===== src/rtl/pc_next_unit.sv =====
// pc_next_unit: next-PC select with a RUN/EXC exception FSM; one-cycle latency, no backpressure.
// Optional target-alignment check is built only when `PC_ALIGN_CHECK_EN is defined.
module pc_next_unit #(
   parameter int               WIDTH        = 32,
   parameter int               NUM_SRC      = 5,
   parameter int               SEL_W        = 3,
   parameter logic [WIDTH-1:0] RESET_VECTOR = WIDTH'(32'h0000_0000),
   parameter logic [WIDTH-1:0] EXC_VECTOR   = WIDTH'(32'h0000_00FF)
) (
   input  logic                     clk,
   input  logic                     reset_n,
   input  logic [SEL_W-1:0]         selector,
   input  logic [NUM_SRC*WIDTH-1:0] src_data,
   input  logic                     pc_write,
   input  logic                     pc_write_cond,
   input  logic                     branch_take,
   input  logic                     exc_req,
   input  logic                     eret,
   output logic [WIDTH-1:0]         pc_out,
   output logic [WIDTH-1:0]         epc_out,
   output logic                     in_exc,
   output logic                     sel_err,
   output logic                     misalign
);

   typedef enum logic {
      RUN = 1'b0,
      EXC = 1'b1
   } state_t;

   state_t           state_q, state_d;
   logic [WIDTH-1:0] pc_q, pc_d;
   logic [WIDTH-1:0] epc_q, epc_d;
   logic             sel_err_q, sel_err_d;
   logic [WIDTH-1:0] target;
   logic             wr_en;
   logic             sel_ok;
   logic             mis_wr;

   assign wr_en  = pc_write | (pc_write_cond & branch_take);
   assign sel_ok = int'(selector) < NUM_SRC;

   always_comb begin
      target = '0;
      for (int k = 0; k < NUM_SRC; k++) begin
         if (int'(selector) == k) begin
            target = src_data[k*WIDTH +: WIDTH];
         end
      end
   end

`ifdef PC_ALIGN_CHECK_EN
   logic misalign_q, misalign_d;

   // A misaligned write only wins when no explicit exception outranks it.
   assign mis_wr     = wr_en & sel_ok & (target[1:0] != 2'b00);
   assign misalign_d = mis_wr & ~exc_req;

   always_ff @(posedge clk or negedge reset_n) begin
      if (!reset_n) begin
         misalign_q <= 1'b0;
      end else begin
         misalign_q <= misalign_d;
      end
   end

   assign misalign = misalign_q;
`else
   assign mis_wr   = 1'b0;
   assign misalign = 1'b0;
`endif

   always_comb begin
      state_d   = state_q;
      pc_d      = pc_q;
      epc_d     = epc_q;
      sel_err_d = 1'b0;
      if (exc_req || mis_wr) begin
         pc_d = EXC_VECTOR;
         // Exceptions do not nest: epc is captured only on entry from RUN.
         if (state_q == RUN) begin
            epc_d   = pc_q;
            state_d = EXC;
         end
      end else if (eret && (state_q == EXC)) begin
         pc_d    = epc_q;
         state_d = RUN;
      end else if (wr_en) begin
         if (sel_ok) begin
            pc_d = target;
         end else begin
            sel_err_d = 1'b1;
         end
      end
   end

   always_ff @(posedge clk or negedge reset_n) begin
      if (!reset_n) begin
         state_q   <= RUN;
         pc_q      <= RESET_VECTOR;
         epc_q     <= '0;
         sel_err_q <= 1'b0;
      end else begin
         state_q   <= state_d;
         pc_q      <= pc_d;
         epc_q     <= epc_d;
         sel_err_q <= sel_err_d;
      end
   end

   assign pc_out  = pc_q;
   assign epc_out = epc_q;
   assign in_exc  = (state_q == EXC);
   assign sel_err = sel_err_q;

endmodule


===== config.mk =====
export PLATFORM = sky130hd
export DESIGN_NAME = pc_next_unit
export DESIGN_NICKNAME = d
export VERILOG_FILES = /design/src/rtl/pc_next_unit.sv
export SDC_FILE = /design/constraint.sdc
export NUM_CORES = 1
export LEC_CHECK = 0
export ABC_CLOCK_PERIOD_IN_PS = 1500
export CORE_UTILIZATION = 35
export DETAILED_ROUTE_END_ITERATION = 12
export HOLD_SLACK_MARGIN = 0.02
export PLACE_DENSITY_LB_ADDON = 0.1
export SETUP_SLACK_MARGIN = 0.5
export SYNTH_ARGS = -nofsm -noshare
export SYNTH_HDL_FRONTEND = slang
export SYNTH_SLANG_ARGS = --single-unit

===== constraint.sdc =====
create_clock -name clk -period 1.5 [get_ports clk]
set_clock_uncertainty 0.15 [all_clocks]
set_input_delay 0.3 -clock clk [delete_from_list [all_inputs] [get_ports clk]]
set_output_delay 0.3 -clock clk [all_outputs]
set_load 0.01 [all_outputs]

==> impl_metrics.yaml <==
outcome:
  status: "finished, violations left"
  violations: "negative setup slack"
place:
  port_buffers: 235
  hpwlAfterDp_um: 11200
  gp_congestion: 0.848
  dp_cells: 771
sta:
  finalCritPeriodShare_pct: 107
  drv_slew: 0
  fmax_ghz: 0.625
  finalHoldViolations: 0
  setup_ws_ns: -0.0992
  fin_worst_hold_slack_ns: 0.178
  rsz0062_at_grt: "true"
  setup_viol: 58
  final.min_clock_period_ns: 1.60
cts:
  clock_latency_ns: 0.32
  clock_sinks: 66
  cts_tree: "done"
  cts_made_buffers: 9
  htree_num_levels: 3
  clk_root_buffer_cell: "clkbuf_16"
  clk_path_buf_depth: 2
  clkTransAtPathRegs_ns: 0.06
global_routing:
  grt-ovfl-total: 0
  antenna_found_initial: 0
  grt_use_total_pct: 27.1
  grt_pass1_vias: 4922
  grt_pass1_wl_um: 26000
  grt_start_max_net_pins: 67
floorplan:
  fp.dieArea_um2: 12200
  core_um2: 11500
  io_pins: 237
  rows: 39
  start_util_pct: 36.0
  die_h_um: 111
  die_x_um: 111
job:
  cap_violations: 0
yosys:
  synth_nets: 561
  synth_ff_type: "dfrtp_1"
  synthArstFlopShare_pct: 100
  synthCells: 391
  synth_edf_count: 0
  synth-seq-area-share_pct: 40.0
  syn_area_per_cell_um2: 10.6
  synth_area_um2: 4130
  yosysWarnings: 0
  netlist-cell-type-count: 38
  synth_seq_cells: 66
setup_path:
  path_class: "reg -> reg"
  start_kind: "register"
  worstPathRequired_ns: 1.54
  crit_fanout: 23
  worstPathArrival_ns: 1.64
  end_kind: "register"
power_and_ir_drop:
  fin_total_pwr_mw: 6.43
  powerDensity_nw_per_um2: 795
  cellLeakagePower_nw: 3.64
  ir_worst_vdd_mv: 0.586
final_layout:
  drive_above_1_share_pct: 43.4
  fin_nets: 894
  layout_common_cells: "clkdlybuf4s50_1, buf_4, dfrtp_1"
  final_cells: 871
  final_common_cell: "clkdlybuf4s50_1"
  insertedDiodeCount: 0
  fillers: 909
  area_delta_synth_final_pct: 95.9
detailed_routing:
  drt_iter0_drc: 221
  wl_um: 16700
  vias: 4650
  drc: 0
  wire_per_inst_um: 19.1
  ant_nets: 0
  firstDrtPassIters: 4
  vias_per_cell: 5.34
min_path:
  hold_class: "in -> reg"
-- flip-flops by register name (all words and copies together) (netlist names) --
register / flops
epc_out: 32
pc_out: 32
in_exc: 1
sel_err: 1
-- final cells by class --
class	count	area, um2	area share [%]
tap	143	179	2.21
clock inverter	6	43.8	0.541
clock buffer	9	225	2.78
inverter	2	7.51	0.0928
multi-input combinational	280	2580	31.9
timing repair buffer	365	3400	42.0
sequential	66	1650	20.4
-- per-stage QoR --
stage                     TNS [ns]  instance area (um2)  util (%)  setup slack (ns)
after floorplan              -2.36                 4400         -            -0.106
after global placement      -18.81                 7010      61.1            -0.674
after detailed placement    -19.71                 7010      61.1            -0.698
after CTS                   -0.944                 7890      68.8           -0.0604
after global routing         -5.24                 8090      70.6            -0.148
final                        -1.87                 8090      70.6           -0.0992
-- cell usage after synthesis, drive strengths merged, types with 8 or more instances --
master / number / share of area (%)
dfrtp: 66 / 40
a21oi: 48 / 5.8
mux2: 32 / 8.7
o21ai: 32 / 4.0
buf: 31 / 5.9
nand2: 26 / 2.4
mux2i: 24 / 5.8
a221o: 23 / 5.6
nand2b: 23 / 3.5
o32ai: 23 / 5.1
clkbuf: 13 / 1.2
a221oi: 8 / 1.7
mux4: 8 / 4.6
o21bai: 8 / 1.5
or3: 8 / 1.2
-- routing by layer --
layer / vias up / part of all wire [%] / global-route usage [%]
li1: 2161 / - / -
met5: - / 0 / 0
met3: 30 / 7.7 / 7.79
met2: 222 / 50 / 47.1
met4: 0 / 2.2 / 7.38
met1: 2237 / 40 / 32.4
-- worst max-delay path: stages (launching register included) --
cell and delay (ns):
dfrtp_1 0.41, and2_4 0.22, buf_12 0.16, a221o_1 0.28, a21oi_2 0.13, o32ai_2 0.10
-- worst paths after layout --
path | startpoint | to | slack, ns | cells past startpoint
hold / removal | pc_write | sel_err | 0.18 | 3
setup / recovery | in_exc | pc_out[21] | -0.1 | 5
setup reg to reg | in_exc | pc_out[21] | -0.1 | 5
min in group asynchronous | reset_n | pc_out[6] | 0.43 | 3
max in group asynchronous | reset_n | pc_out[23] | 0.56 | 3
hold reg to reg | pc_out[3] | epc_out[3] | 0.39 | 1
-- report_power, final --
| part | internal, mW | switching, mW |
|---|---|---|
| registers | 1.97 | 0.122 |
| clock network | 1.11 | 0.802 |
| logic | 1.47 | 0.959 |
-- what timing repair did --
item | 4_1_cts | 5_1_grt
pin swaps | 21 | 9
buffers inserted | 65 | 13
cloned | 5 | 1
gates resized for setup | 375 | 18
endpoints found under the hold margin | 66 | 0
hold buffers | 1 | 0
setup endpoints to repair | 131 | 198
-- cell families after synthesis --
group | count (synthesis) | share of synthesized area, %
buffers and inverters | 46 | 7.24
and+or+nand+nor | 67 | 9.06
AOI/OAI and AO/OA | 147 | 24.5
other | 1 | 0.0908
muxes | 64 | 19.2
DFF | 66 | 40.0
(Power assumes the default switching activity.)
